[config.mk]
export PLATFORM = sky130hd
export DESIGN_NAME = serial_adder
export DESIGN_NICKNAME = d
export VERILOG_FILES = /design/src/rtl/serial_adder_pkg.sv /design/src/rtl/serial_adder_fa_bit.sv /design/src/rtl/serial_adder.sv
export SDC_FILE = /design/constraint.sdc
export NUM_CORES = 1
export LEC_CHECK = 0
export ABC_CLOCK_PERIOD_IN_PS = 2400
export CAP_MARGIN = 20
export CELL_PAD_IN_SITES_DETAIL_PLACEMENT = 0
export CELL_PAD_IN_SITES_GLOBAL_PLACEMENT = 2
export CORE_AREA = 2 2 95 61
export DETAILED_ROUTE_END_ITERATION = 8
export DIE_AREA = 0 0 97 63
export HOLD_SLACK_MARGIN = 0.1
export PLACE_DENSITY = 0.86
export SETUP_SLACK_MARGIN = 0.5
export SLEW_MARGIN = 20
export SYNTH_ARGS = -nofsm -noshare
export SYNTH_HDL_FRONTEND = slang
export SYNTH_SLANG_ARGS = --single-unit
export TNS_END_PERCENT = 50
[constraint.sdc]
create_clock -name clk -period 2.4 [get_ports clk]
set_clock_uncertainty 0.15 [all_clocks]
set_input_delay 0.36 -clock clk [delete_from_list [all_inputs] [get_ports clk]]
set_output_delay 0.36 -clock clk [all_outputs]
set_load 0.01 [all_outputs]
[src/rtl/serial_adder_pkg.sv]
// ---------------------------------------------------------------------------
// serial_adder_pkg
// Shared definitions for the bit-serial adder/subtractor:
//   serial_adder_state_t : control FSM encoding (IDLE, RUN, DONE)
//   cnt_width()          : width of the bit counter for a given operand width
// Optional feature macro used by the design: SERIAL_ADDER_SUB_EN
// ---------------------------------------------------------------------------
package serial_adder_pkg;

    typedef enum logic [1:0] {
        IDLE = 2'd0,
        RUN  = 2'd1,
        DONE = 2'd2
    } serial_adder_state_t;

    // Counter must hold 0..width-1; clamp to 1 bit so a degenerate width still elaborates.
    function automatic int cnt_width(input int width);
        int w;
        w = $clog2(width);
        if (w < 1) begin
            w = 1;
        end else begin
            w = w;
        end
        return w;
    endfunction

endpackage

[src/rtl/serial_adder_fa_bit.sv]
// ---------------------------------------------------------------------------
// fa_bit
// Combinational one-bit full adder, the single arithmetic cell of the
// serial adder.
// Ports:
//   a, b  : operand bits
//   ci    : carry in
//   s     : sum bit     (a ^ b ^ ci)
//   co    : carry out   (majority of a, b, ci)
// ---------------------------------------------------------------------------
module fa_bit (
    input  logic a,
    input  logic b,
    input  logic ci,
    output logic s,
    output logic co
);

    assign s  = a ^ b ^ ci;
    assign co = (a & b) | (a & ci) | (b & ci);

endmodule

[src/rtl/serial_adder.sv]
// ---------------------------------------------------------------------------
// serial_adder
// Bit-serial adder/subtractor. Operands are latched on a start request and
// resolved LSB-first, one bit per clock, through one fa_bit cell and a carry
// register. Results are registered and accompanied by a one-cycle done pulse.
//
// Parameters:
//   WIDTH    : operand/result width, 2..64
// Ports:
//   clk      : rising-edge clock
//   rst_n    : asynchronous active-low reset
//   start_i  : request, sampled only in IDLE
//   a_i, b_i : operands, sampled with start_i
//   cin_i    : carry in, sampled with start_i
//   sub_i    : 1 selects A-B (only with SERIAL_ADDER_SUB_EN defined)
//   busy_o   : high in RUN and DONE
//   done_o   : one-cycle completion pulse
//   sum_o    : registered result
//   cout_o   : carry out of MSB (not-borrow for subtraction)
//   ovf_o    : two's-complement overflow
//
// Configuration macro: SERIAL_ADDER_SUB_EN enables subtraction via sub_i.
// Without it the unit is add-only and sub_i is left unconnected internally.
// ---------------------------------------------------------------------------
module serial_adder
    import serial_adder_pkg::*;
#(
    parameter int WIDTH = 8
) (
    input  logic             clk,
    input  logic             rst_n,
    input  logic             start_i,
    input  logic [WIDTH-1:0] a_i,
    input  logic [WIDTH-1:0] b_i,
    input  logic             cin_i,
    input  logic             sub_i,
    output logic             busy_o,
    output logic             done_o,
    output logic [WIDTH-1:0] sum_o,
    output logic             cout_o,
    output logic             ovf_o
);

    localparam int CNT_W = cnt_width(WIDTH);
    localparam logic [CNT_W-1:0] LAST_CNT = CNT_W'(WIDTH - 1);

    serial_adder_state_t state_q, state_d;

    logic [WIDTH-1:0] a_q, a_d;
    logic [WIDTH-1:0] b_q, b_d;
    logic [WIDTH-1:0] sum_sr_q, sum_sr_d;
    logic [WIDTH-1:0] sum_q, sum_d;
    logic [CNT_W-1:0] cnt_q, cnt_d;
    logic             c_q, c_d;
    logic             cout_q, cout_d;
    logic             ovf_q, ovf_d;
    logic             busy_q, busy_d;
    logic             done_q, done_d;

    logic [WIDTH-1:0] b_load_s;
    logic             c_load_s;
    logic             fa_s_s;
    logic             fa_co_s;

`ifdef SERIAL_ADDER_SUB_EN
    // Subtraction is A + ~B + 1; cin_i is overridden by the forced carry.
    assign b_load_s = sub_i ? ~b_i : b_i;
    assign c_load_s = sub_i ? 1'b1 : cin_i;
`else
    logic sub_unused_s;
    assign b_load_s     = b_i;
    assign c_load_s     = cin_i;
    assign sub_unused_s = sub_i;
`endif

    fa_bit u_fa_bit (
        .a  (a_q[0]),
        .b  (b_q[0]),
        .ci (c_q),
        .s  (fa_s_s),
        .co (fa_co_s)
    );

    // Next-state, datapath shifting and result capture.
    always_comb begin
        state_d  = state_q;
        a_d      = a_q;
        b_d      = b_q;
        sum_sr_d = sum_sr_q;
        sum_d    = sum_q;
        cnt_d    = cnt_q;
        c_d      = c_q;
        cout_d   = cout_q;
        ovf_d    = ovf_q;

        case (state_q)
            IDLE: begin
                if (start_i) begin
                    a_d      = a_i;
                    b_d      = b_load_s;
                    c_d      = c_load_s;
                    cnt_d    = '0;
                    sum_sr_d = '0;
                    state_d  = RUN;
                end else begin
                    state_d = IDLE;
                end
            end
            RUN: begin
                a_d      = {1'b0, a_q[WIDTH-1:1]};
                b_d      = {1'b0, b_q[WIDTH-1:1]};
                c_d      = fa_co_s;
                sum_sr_d = {fa_s_s, sum_sr_q[WIDTH-1:1]};
                cnt_d    = cnt_q + CNT_W'(1);
                if (cnt_q == LAST_CNT) begin
                    // On this step c_q is the carry into the MSB, fa_co_s the carry out.
                    sum_d   = {fa_s_s, sum_sr_q[WIDTH-1:1]};
                    cout_d  = fa_co_s;
                    ovf_d   = fa_co_s ^ c_q;
                    state_d = DONE;
                end else begin
                    state_d = RUN;
                end
            end
            DONE: begin
                state_d = IDLE;
            end
            default: begin
                state_d = IDLE;
            end
        endcase

        // Status flags are registered from the next state so they align with it.
        busy_d = (state_d != IDLE);
        done_d = (state_d == DONE);
    end

    // State, datapath and output registers.
    always_ff @(posedge clk or negedge rst_n) begin
        if (!rst_n) begin
            state_q  <= IDLE;
            a_q      <= '0;
            b_q      <= '0;
            sum_sr_q <= '0;
            sum_q    <= '0;
            cnt_q    <= '0;
            c_q      <= 1'b0;
            cout_q   <= 1'b0;
            ovf_q    <= 1'b0;
            busy_q   <= 1'b0;
            done_q   <= 1'b0;
        end else begin
            state_q  <= state_d;
            a_q      <= a_d;
            b_q      <= b_d;
            sum_sr_q <= sum_sr_d;
            sum_q    <= sum_d;
            cnt_q    <= cnt_d;
            c_q      <= c_d;
            cout_q   <= cout_d;
            ovf_q    <= ovf_d;
            busy_q   <= busy_d;
            done_q   <= done_d;
        end
    end

    assign busy_o = busy_q;
    assign done_o = done_q;
    assign sum_o  = sum_q;
    assign cout_o = cout_q;
    assign ovf_o  = ovf_q;

endmodule

==> After elaboration in Yosys (flattened, before gate mapping) <==
Index checks and enable logic that the tools add are counted.
{ "totals": {"reg_bits": 42, "in_bits": 21, "out_inout_bits": 12, "elab_cells": 42} }
{ "op_classes": {"n_addsub": 1, "eq_ne": 4, "mux": 13, "bitwise": 8, "reduce_logical": 5} }
{ "ops": {"columns": ["op", "count"], "rows": [
  ["$pmux W8 S2", 3],
  ["$mux W8", 3],
  ["$pmux W3 S2", 1],
  ["$pmux W2 S2", 1],
  ["$reduce_and A2 Y1", 2],
  ["$reduce_bool A2 Y1", 2],
  ["$add A3 B1 Y3 const B", 1],
  ["$and A1 B1 Y1", 3],
  ["$eq A3 B3 Y1 const B", 1],
  ["$mux W3", 1],
  ["$xor A1 B1 Y1", 3],
  ["$eq A2 B1 Y1 const B", 1],
  ["$eq A2 B2 Y1 const B", 1],
  ["$logic_not A2 Y1", 1],
  ["$mux W1", 2],
  ["$mux W2", 1],
  ["$ne A2 B2 Y1 const B", 1],
  ["$or A1 B1 Y1", 2],
  ["$pmux W1 S2", 1]
]} }

==> Depth between registers and ports, before layout <==
Gate-level depths: netlist of the first run.
{ "logic_depth": {"ltp_word": 4, "mapped_depth": 5, "depth_no_buf": 4} }

==> Modules after synthesis <==
A second synthesis of the first run with hierarchy kept.
{ "hier_totals": {"cells_unflattened": 122, "area_unflattened_um2": 1770.4} }
{ "by_module_without_submodules": {"columns": ["module", "n_inst", "cells_per_inst", "area_per_inst_um2", "seq_area_each_um2"], "rows": [
  ["serial_adder", 1, 121, 1750.4, 1026.0],
  ["fa_bit", 1, 1, 20.0, 0.0]
]} }

==> Worst setup path before layout of the first run <==
OpenSTA, ideal clock, no wires.
{ "synth_timing": {"kind": "register -> register", "startpoint": "register cnt_q[0]", "endpoint": "register cout_q, in the netlist cout_o", "setup_ps": 125, "t_arrival_ps": 1412, "required_time_ps": 2125, "slack_ps": 713, "path_stages_with_launch": 6, "path_buffers": 1, "synth_period_minus_slack_ps": 1687, "path_cell_list": "dfrtp_1 ha_1 ha_1 nand3b_1 buf_2 mux2_2"} }
{ "synth_between": {"elab_chain_cells": 2} }
{ "synth_lines": {"columns": ["item", "line_no", "text"], "rows": [
  ["start, declared", "serial_adder.sv:53", "logic [CNT_W-1:0] cnt_q, cnt_d;"],
  ["start signal, assigned", "serial_adder.sv:158", "cnt_q <= cnt_d;"],
  ["$eq A3 B3 Y1", "serial_adder.sv:115", "if (cnt_q == LAST_CNT) begin"],
  ["$reduce_and A2 Y1 (no source line)", null, null],
  ["end signal, assigned", "serial_adder.sv:160", "cout_q <= cout_d;"],
  ["end, declared", "serial_adder.sv:55", "logic cout_q, cout_d;"]
]} }
No other way between the ends.
A chain may end at the register's enable or synchronous reset.

==> Worst setup path in the final report of the first run <==
{ "layout_timing": {"startpoint": "register state_q[0]", "endpoint": "register a_q[6]"} }
{ "layout_between": {"elab_chain_cells": 3, "elab_cells_between_ends": 6, "classes_between": "eq/ne: 2; mux: 1; reduce/logical: 3"} }
{ "layout_lines": {"columns": ["item", "line_no", "text"], "rows": [
  ["start, declared", "serial_adder.sv:47", "serial_adder_state_t state_q, state_d;"],
  ["start signal, assigned", "serial_adder.sv:153", "state_q <= state_d;"],
  ["$eq A2 B1 Y1 or $logic_not A2 Y1 (tied branches)", "serial_adder.sv:96", "case (state_q)"],
  ["$reduce_bool A2 Y1 (no source line) or $ne A2 B2 Y1 (tied branches)", null, null],
  ["$reduce_and A2 Y1 (no source line)", null, null],
  ["end signal, assigned", "serial_adder.sv:142", "a_q <= '0;"],
  ["end signal, assigned", "serial_adder.sv:154", "a_q <= a_d;"],
  ["end, declared", "serial_adder.sv:49", "logic [WIDTH-1:0] a_q, a_d;"]
]} }
Several ways; a longest one is shown, not always the timed one.

==> out/qor.csv, run 1 <==
metric,value,unit
dieWidth,97,um
critical_path.endpoint_type,flip-flop,
fmax,560,MHz
cp_top_family,flip-flops,
cts_buffer_depth,2,
whs,0.352,ns
r2r_end,a_q[6],
cp.depth,3,
rows,21,
crit_start,state_q[0],
clock_latency,0.30,ns
gp_congestion,0.714,
min_path_type,reg2reg,
p_leak,0.985,nW
synth.most_common_cell,dfrtp_1,
die_h,63,um
synth_edf_count,0,
period_needed,1.79,ns
cap_violations,0,
r2r_start,state_q[0],
peakVddDrop,307,uV
ant_nets,0,
crit_slowest_cell,dfrtp_1,
finalSetupViolations,0,
antenna_found_initial,0,
dp_hpwl,2450,um
netlist.top_cell.by_area,dfrtp_1,
synth.area.top_cells,"dfrtp_1 (58%), o221a_2 (9.5%), or4b_1 (8.5%)",
overflow,0,
netlist_area,1770,sq um
finalHoldViolCount,0,
synth.distinct_cells,22,
max_stage_delay,0.61,ns
drtIter0Drc,60,
placedCellCount,214,
crit_path_max_fanout,17,
syn_nets,146,
syn_avg_cell_area,14.5,sq um
dpl_worst_slack,0.402,ns
path_buf_inv,1,
cp_data_arrival_time,1.82,ns
crit_path_end,a_q[6],
fin_nets,179,
synth_ff_type,dfrtp_1,
grt_pass1_wl,6380,um
grt_usage,13.4,%
r2r_cells,3,
area_growth,29.5,%
cts.sinks,41,
start_util,33.5,%
worstPathCellList,buf_4 -> or4b_1 -> o221a_2,
layout-drive-gt1-share,26.9,%
io_buffers,31,
route.detailed.drc,0,
fin_crit_sh,74.5,%
rrSetupSlack,0.61,ns
ys.warnings.count,0,
wire_per_inst,16.4,um
synthArstFlopShare,100,%
cts.clk_slew.worst_paths,0.08,ns
rsz0062_at_grt,no,
cts_tree,yes,
ctsHtreeMaxLevel,2,
grt_pass1_vias,1231,
die_area,6110,sq um
stdcell_count,225,
setup_slack,0.613,ns
pin_count,33,
grt_max_degree,42,
start_kind,flip-flop,
vias_per_cell,5.29,
outcome,completed,
first_pass_iters,4,
p_per_area,1220,nW/um^2
worstPathRequired,2.44,ns
max_slew_margin,40.8,%
core-area,5280,sq um
via_count,1190,
synth_top_area_share,58.0,%
tns,0,ns
cts-root-buf,clkbuf_8,
worst_pin_slew,0.888,ns
tritoncts.num_buffers,5,
ys_top_cells_by_count,"dfrtp_1 (41), o221a_2 (15), or4b_1 (15), mux2_2 (10), a22o_1 (9)",
netlist_instances,122,
routed_wl,3690,um
ys_seq_area_share,58.0,%
num_antenna_cells,0,
synth-seq-cells,41,
slew_viol_final,0,
final_util,43.4,%
path_class,reg2reg,
## layout by cell type (no fill, tap or decap)
| cell | n |
|---|---|
| buf_12 | 1 |
| inv_2 | 1 |
| a21oi_1 | 1 |
| nor4bb_1 | 2 |
| nand2b_2 | 1 |
| nor3b_1 | 2 |
| nor2b_2 | 1 |
| or4b_1 | 15 |
| mux2i_1 | 1 |
| clkbuf_8 | 6 |
| buf_2 | 1 |
| nand3b_1 | 1 |
| mux2_2 | 10 |
| clkdlybuf4s50_1 | 30 |
| nand2b_1 | 2 |
| xor2_1 | 1 |
| dfrtp_1 | 41 |
| buf_4 | 4 |
| a22o_1 | 9 |
| inv_1 | 2 |
| dlygate4sd3_1 | 1 |
| a211o_1 | 2 |
| fa_1 | 1 |
| o21bai_4 | 1 |
| o221a_2 | 15 |
| clkbuf_1 | 1 |
| bufinv_16 | 1 |
| ha_1 | 2 |
## layout make-up
type	instances	area, sq um
Clock buffer	7	86.3
Timing Repair Buffer	37	365
Multi-Input combinational cell	67	688
Inverter	3	11.3
Clock inverter	1	30.0
Fill cell	455	2990
Sequential cell	41	1030
Tap cell	69	86.3
## state kept, by name (all words and copies together), names as in the netlist
signal    count
a_q           8
state_q       2
done_o        1
sum_sr_q      7
c_q           1
cout_o        1
sum_o         8
ovf_o         1
cnt_q         3
b_q           8
busy_o        1
## worst register-to-register path, delay by kind of cell (launching register included)
family,cells,cell delay (ns)
simple gates,1,0.51
flops,1,0.61
compound gates,1,0.14
buf+inv,1,0.28
## logic make-up after synthesis
family	share of synthesized area (%)
xor+xnor	0.495
flops	58.0
buf+inv	3.46
mux	6.93
compound gates	16.3
simple gates	12.3
fa+ha+maj	2.54
## layer usage
layer  up-vias  share of wire (%)  routed length [um]  track usage (%)
met5         -                  0                   0                0
met3         8                5.2                 190             3.13
met4         0                1.8                  68             5.81
li1        546                  -                   -                -
met1       609                 48                1760             18.2
met2        27                 45                1670             20.5
## where the power goes
group / switching [mW] / total [mW] / internal (mW) / leakage [nW]
combinational: 0.388 / 0.996 / 0.608 / 0.422
clock: 0.231 / 0.570 / 0.339 / 0.0585
sequential: 0.237 / 1.23 / 0.992 / 0.504
## through the flow
step                      power (mW)  area (sq um)
after floorplan                 1.85          1770
after global placement          2.16          2130
after detailed placement        2.23          2130
after CTS                       2.82          2290
after global routing            2.97          2290
final                           2.79          2290
## worst min-delay path by stage
stage / slack [ns] / end / startpoint / cells past startpoint
floorplan: -0.09 / a_q[0] / rst_n / 0
global placement: 0.33 / cnt_q[0] / cnt_q[0] / 1
detailed placement: 0.33 / cnt_q[0] / cnt_q[0] / 1
CTS: 0.35 / cnt_q[0] / cnt_q[0] / 1
global route: 0.37 / cnt_q[0] / cnt_q[0] / 1
finish: 0.35 / cnt_q[0] / cnt_q[0] / 1
## what timing repair did
item | CTS | global route
hold endpoints to repair | 41 | 0
resized for setup | 1 | 1
hold buffers | 1 | 0
pin swaps | 1 | 0
endpoints found under the setup margin | 25 | 7
buffers inserted | 2 | 0
Power figures use the tool's default switching activity.
==> run 2: changes to the inputs <==
Settings changed: ABC_CLOCK_PERIOD_IN_PS 2400 to 1860.
Clock period 2.4 ns to 1.86 ns, I/O delays scaled along.
==> run 2 against run 1 <==
  * Combinational power grew 60%
  * Die area did not move
  * First-iteration DRC count up 30%
  * Critical endpoint is now sum_o[1]
  * Fmax grew 9.7%
  * Final cell count increased by 4.9%
  * Critical path type unchanged
  * Critical path depth rose by 2
  * Largest cell class unchanged
==> out/qor.csv, run 2 (synthesis results as in run 1) <==
metric,value,unit,change
outcome,completed,,unchanged
fin_nets,190,,was 179
slew_viol_final,0,,unchanged
cts.clk_slew.worst_paths,0.08,ns,about the same
die_area,6110,sq um,unchanged
r2r_start,cnt_q[0],,was state_q[0]
start_kind,flip-flop,,unchanged
rows,21,,unchanged
overflow,0,,unchanged
peakVddDrop,502,uV,was 307 uV
period_needed,1.63,ns,was 1.79 ns
sw_frac_of_total,31.3,%,was 30.6%
antenna_found_initial,0,,unchanged
dieWidth,97,um,unchanged
cts_buffer_depth,2,,unchanged
crit_path_max_fanout,12,,was 17
grt_max_degree,20,,was 42
ant_nets,0,,unchanged
fmax,614,MHz,was 560 MHz
num_antenna_cells,0,,unchanged
crit_top_cell,ha_2,,
path_class,reg2reg,,unchanged
gp_congestion,0.734,,was 0.714
p_leak,1.25,nW,was 0.985 nW
cts-root-buf,clkbuf_8,,unchanged
start_util,33.5,%,unchanged
cts_tree,yes,,unchanged
layout-drive-gt1-share,37.1,%,was 26.9%
rsz0062_at_grt,yes,,was no
pin_count,33,,unchanged
grt_pass1_wl,6340,um,was 6380 um
finalSetupViolations,0,,unchanged
max_stage_delay,0.40,ns,was 0.61 ns
fin_crit_sh,87.6,%,was 74.5%
ctsHtreeMaxLevel,2,,unchanged
tritoncts.num_buffers,5,,unchanged
internal-power,2.59,mW,was 1.94 mW
final_cell_mix,"dfrtp_1 (39), clkdlybuf4s50_1 (17), or4b_1 (12), o221a_2 (12)",,"was dfrtp_1 (41), clkdlybuf4s50_1 (30), or4b_1 (15), o221a_2 (15), mux2_2 (10)"
grt_pass1_vias,1199,,was 1231
crit_slowest_cell,dfrtp_1,,unchanged
tns,0,ns,unchanged
via_count,1200,,was 1190
power_frac_clock,16.7,%,was 20.4%
cts.sinks,41,,unchanged
p_comb_share,42.0,%,was 35.6%
worst_pin_slew,0.431,ns,was 0.888 ns
p_switching,1.18,mW,was 0.856 mW
worstPathRequired,1.88,ns,was 2.44 ns
core-area,5280,sq um,unchanged
cp_data_arrival_time,1.65,ns,was 1.82 ns
route.detailed.drc,0,,unchanged
routed_wl,3910,um,was 3690 um
grt_usage,13.0,%,was 13.4%
seq_power_share,41.3,%,was 44.0%
crit_start,cnt_q[0],,was state_q[0]
area_growth,43.7,%,was 29.5%
wire_per_inst,16.6,um,was 16.4 um
p_per_area,1480,nW/um^2,was 1220 nW/um^2
worstPathCellList,ha_2 -> ha_2 -> nand3b_1 -> buf_12 -> mux2_2,,was buf_4 -> or4b_1 -> o221a_2
drtIter0Drc,78,,was 60
io_buffers,31,,unchanged
clock_latency,0.28,ns,was 0.30 ns
die_h,63,um,unchanged
critical_path.endpoint_type,flip-flop,,unchanged
whs,0.312,ns,was 0.352 ns
min_path_type,in2async,,was reg2reg
layout_commonest_cell,dfrtp_1,,unchanged
finalHoldViolCount,0,,unchanged
vias_per_cell,5.08,,was 5.29
max_slew_margin,71.3,%,was 40.8%
dp_hpwl,2510,um,was 2450 um
cap_violations,0,,unchanged
first_pass_iters,4,,unchanged
==> run 2: area by class of cell <==
class | count | area (sq um)
sequential | 41 | 1030
clock inverter | 1 | 5.00
timing repair buffer | 48 | 547
fill | 448 | 2740
multi-input combinational | 67 | 768
inverter | 3 | 13.8
clock buffer | 7 | 96.3
tap | 69 | 86.3
==> run 2: critical path, delay by kind of cell (launching register included) <==
kind / cells / cell delay (ns)
adder cells (fa/ha/maj): 2 / 0.35
flip-flops: 1 / 0.40
multiplexers: 1 / 0.33
AND/OR/NAND/NOR: 1 / 0.12
buffers and inverters: 1 / 0.16
==> run 2: through the flow <==
step           setup WS, ns  util, %  std cells  power, mW  area, sq um
2_1_floorplan         0.287        -        122       2.46         1820
4_1_cts               0.223     46.4        234       3.69         2450
3_5_place_dp         0.0236     42.3        219       2.95         2230
6_report              0.231     48.2        236       3.77         2540
5_1_grt               0.179     48.2        236       4.02         2540
3_3_place_gp         0.0438     42.3        219       2.90         2230
==> run 2: power by group through the flow <==
stage	Sequential, mW	Combinational, mW	Clock, mW
detailed placement	1.57	1.39	0
global route	1.61	1.72	0.686
global placement	1.55	1.35	0
finish	1.56	1.59	0.628
floorplan	1.54	0.920	0
CTS	1.54	1.51	0.642
==> run 2: worst paths after layout <==
kind	cells after the start	end	slack [ns]
hold reg to reg	1	cnt_q[0]	0.35
hold / removal	2	sum_o[7]	0.31
setup reg to reg	5	sum_o[1]	0.23
max in group asynchronous	3	sum_o[0]	0.65
setup / recovery	5	sum_o[1]	0.23
min in group clk	1	cnt_q[0]	0.35
==> run 2: metal layers <==
metal | wire length, um | track usage (%) | vias up | share of wire [%]
met5 | 0 | 0 | - | 0
met4 | 45 | 3.52 | 0 | 1.1
met2 | 1720 | 17.8 | 28 | 44
met3 | 196 | 3.91 | 4 | 5.0
met1 | 1950 | 19.7 | 602 | 50
li1 | - | - | 566 | -
==> run 2: timing repair <==
item / in CTS / in global routing
gates cloned: 1 / 1
resized for setup: 18 / 16
hold endpoints to repair: 17 / 0
hold buffers: 1 / 0
pin swaps: 4 / 6
buffers inserted: 5 / 1
setup endpoints to repair: 49 / 50
==> run 3: changes to the inputs <==
Settings changed: ABC_CLOCK_PERIOD_IN_PS 1860 to 2000, CORE_AREA 2 2 95 61 to 2 2 89 57, CTS_BUF_LIST set to sky130_fd_sc_hd__clkbuf_4, DIE_AREA 0 0 97 63 to 0 0 91 59, PLACE_DENSITY 0.86 to 0.95.
Clock period 1.86 ns to 2 ns, I/O delays scaled along.
==> run 3 against run 2 <==
  * Largest cell class unchanged
  * Sequential share of layout area down 0.50 points
  * Count of clock-buffer cells in the layout down 2
  * Hold slack better by 0.026 ns
  * Flip-flop and latch count unchanged
  * Combinational power up 9%
  * Critical path type unchanged
  * Total power down 0.69%
  * Non-clock buffer count up 7
  * Register-to-register slack better by 0.09 ns
  * Critical endpoint is now a_q[6]
  * Sequential power down 6%
==> out/qor.csv, run 3 (synthesis results as in run 1) <==
metric,value,unit,change
tritoncts.num_buffers,5,,unchanged
crit_path_max_fanout,5,,was 12
stdcell_count,238,,was 236
slew_viol_final,0,,unchanged
io_buffers,31,,unchanged
worstPathCellList,buf_6 -> buf_16 -> or4b_1 -> o221a_2,,was ha_2 -> ha_2 -> nand3b_1 -> buf_12 -> mux2_2
overflow,0,,unchanged
die_h,59,um,was 63 um
max_slew_margin,66.3,%,was 71.3%
gp_congestion,0.721,,was 0.734
layout-drive-gt1-share,40.6,%,was 37.1%
drtIter0Drc,113,,was 78
grt_usage,17.9,%,was 13.0%
placedCellCount,210,,was 219
cts.clk_slew.worst_paths,0.11,ns,was 0.08 ns
route.met3.wl,262,um,was 196 um
first_pass_iters,4,,unchanged
routed_wl,4320,um,was 3910 um
dieWidth,91,um,was 97 um
p_leak,1.24,nW,was 1.25 nW
min_path_type,reg2reg,,was in2async
final_cell_mix,"dfrtp_1 (38), clkdlybuf4s50_1 (18), or4b_1 (12), o221a_2 (12), buf_4 (10)",,"was dfrtp_1 (39), clkdlybuf4s50_1 (17), or4b_1 (12), o221a_2 (12)"
num_antenna_cells,0,,unchanged
start_util,39.6,%,was 33.5%
routed.top_layer,met4,,unchanged
wirelength_met1,1990,um,was 1950 um
via_count,1310,,was 1200
max_stage_delay,0.54,ns,was 0.40 ns
ant_nets,0,,unchanged
worstPathRequired,2.10,ns,was 1.88 ns
cts_buffer_depth,2,,unchanged
rows,19,,was 21
area_growth,46.1,%,was 43.7%
critical_path.endpoint_type,flip-flop,,unchanged
cts.sinks,41,,unchanged
antenna_found_initial,0,,unchanged
die_area,5370,sq um,was 6110 sq um
route.detailed.drc,0,,unchanged
cp_top_family,flip-flops,,unchanged
crit_slowest_cell,dfrtp_4,,was dfrtp_1
p_per_area,1450,nW/um^2,was 1480 nW/um^2
met2WireLength,1990,um,was 1720 um
path_buf_inv,2,,was 1
rsz0062_at_grt,yes,,unchanged
cp.depth,4,,was 5
hold_depth,1,,
finalHoldViolCount,0,,unchanged
cp_data_arrival_time,1.78,ns,was 1.65 ns
grt_pass1_wl,7220,um,was 6340 um
grt_pass1_vias,1348,,was 1199
finalSetupViolations,0,,unchanged
wire_per_inst,18.1,um,was 16.6 um
tns,0,ns,unchanged
peakVddDrop,437,uV,was 502 uV
r2r_cells,4,,was 5
fin_crit_sh,83.8,%,was 87.6%
start_kind,flip-flop,,unchanged
n_fill_cell,354,,was 448
dp_hpwl,2360,um,was 2510 um
worst_pin_slew,0.506,ns,was 0.431 ns
period_needed,1.68,ns,was 1.63 ns
path_class,reg2reg,,unchanged
clock_latency,0.36,ns,was 0.28 ns
core-area,4470,sq um,was 5280 sq um
ctsHtreeMaxLevel,2,,unchanged
layout_commonest_cell,dfrtp_1,,unchanged
cts_tree,yes,,unchanged
cts-root-buf,clkbuf_4,,was clkbuf_8
fmax,597,MHz,was 614 MHz
cap_violations,0,,unchanged
pin_count,33,,unchanged
vias_per_cell,5.50,,was 5.08
grt_max_degree,42,,was 20
whs,0.339,ns,was 0.312 ns
outcome,completed,,unchanged
fin_nets,198,,was 190
==> run 3: cell count changes in the layout (fill, tap and decap cells not counted), sizes merged <==
cell	delta
clkinvlp	+1
clkdlybuf4s50	+1
bufinv	+1
nand2b	+1
buf	+9
bufbuf	-1
clkdlybuf4s15	-3
dlygate4sd2	+5
dlymetal6s2s	-3
clkbuf	-3
==> run 3: what timing repair did <==
item / 4_1_cts / 5_1_grt
gates resized for setup: 33 / 15
endpoints found under the setup margin: 50 / 44
hold buffers: 1 / 0
gates cloned: 4 / 0
endpoints found under the hold margin: 41 / 0
pin swaps: 15 / 2
buffers inserted: 14 / 1
==> run 3: stage by stage <==
| step | setup slack, ns | util, % | power, mW | cell area (sq um) |
|---|---|---|---|---|
| 5_1_grt | 0.280 | 57.9 | 3.94 | 2590 |
| 4_1_cts | 0.276 | 56.4 | 3.66 | 2520 |
| 2_1_floorplan | 0.427 | - | 2.28 | 1810 |
| 3_3_place_gp | 0.0783 | 48.7 | 2.65 | 2180 |
| 6_report | 0.325 | 57.9 | 3.74 | 2590 |
| 3_5_place_dp | 0.0263 | 48.7 | 2.72 | 2180 |
==> run 3: final timing paths <==
kind	from	end	slack, ns
worst max-delay path	state_q[0]	a_q[6]	0.32
worst min-delay path	cnt_q[0]	cnt_q[0]	0.34
worst max register to register	state_q[0]	a_q[6]	0.32
worst min register to register	cnt_q[0]	cnt_q[0]	0.34
max in group asynchronous	rst_n	state_q[0]	0.92
min in group asynchronous	rst_n	a_q[5]	0.38
==> run 3: final cells by class <==
class	count	area [sq um]	share of cell area [%]
Clock inverter	3	41.3	1.60
Multi-Input combinational cell	68	792	30.6
Sequential cell	41	1030	39.9
Clock buffer	5	37.5	1.45
Inverter	3	16.3	0.629
Tap cell	63	78.8	3.05
Timing Repair Buffer	55	588	22.7
==> run 3: per-layer routing <==
metal	GRT usage (%)	vias up
met5	0	-
met4	6.71	0
met3	4.58	8
met2	28.4	45
met1	24.3	669
li1	-	588
==> run 3: power by group <==
group / internal, mW / leakage, nW / switching [mW]
Sequential: 1.20 / 0.501 / 0.276
Clock: 0.259 / 0.0389 / 0.274
Combinational: 1.07 / 0.700 / 0.671
Total: 2.52 / 1.24 / 1.22
==> run 3: worst reg2reg max path, stage by stage, from the launching register on <==
cell     delay, ns
dfrtp_4       0.54
buf_6         0.14
buf_16        0.12
or4b_1        0.49
o221a_2       0.14
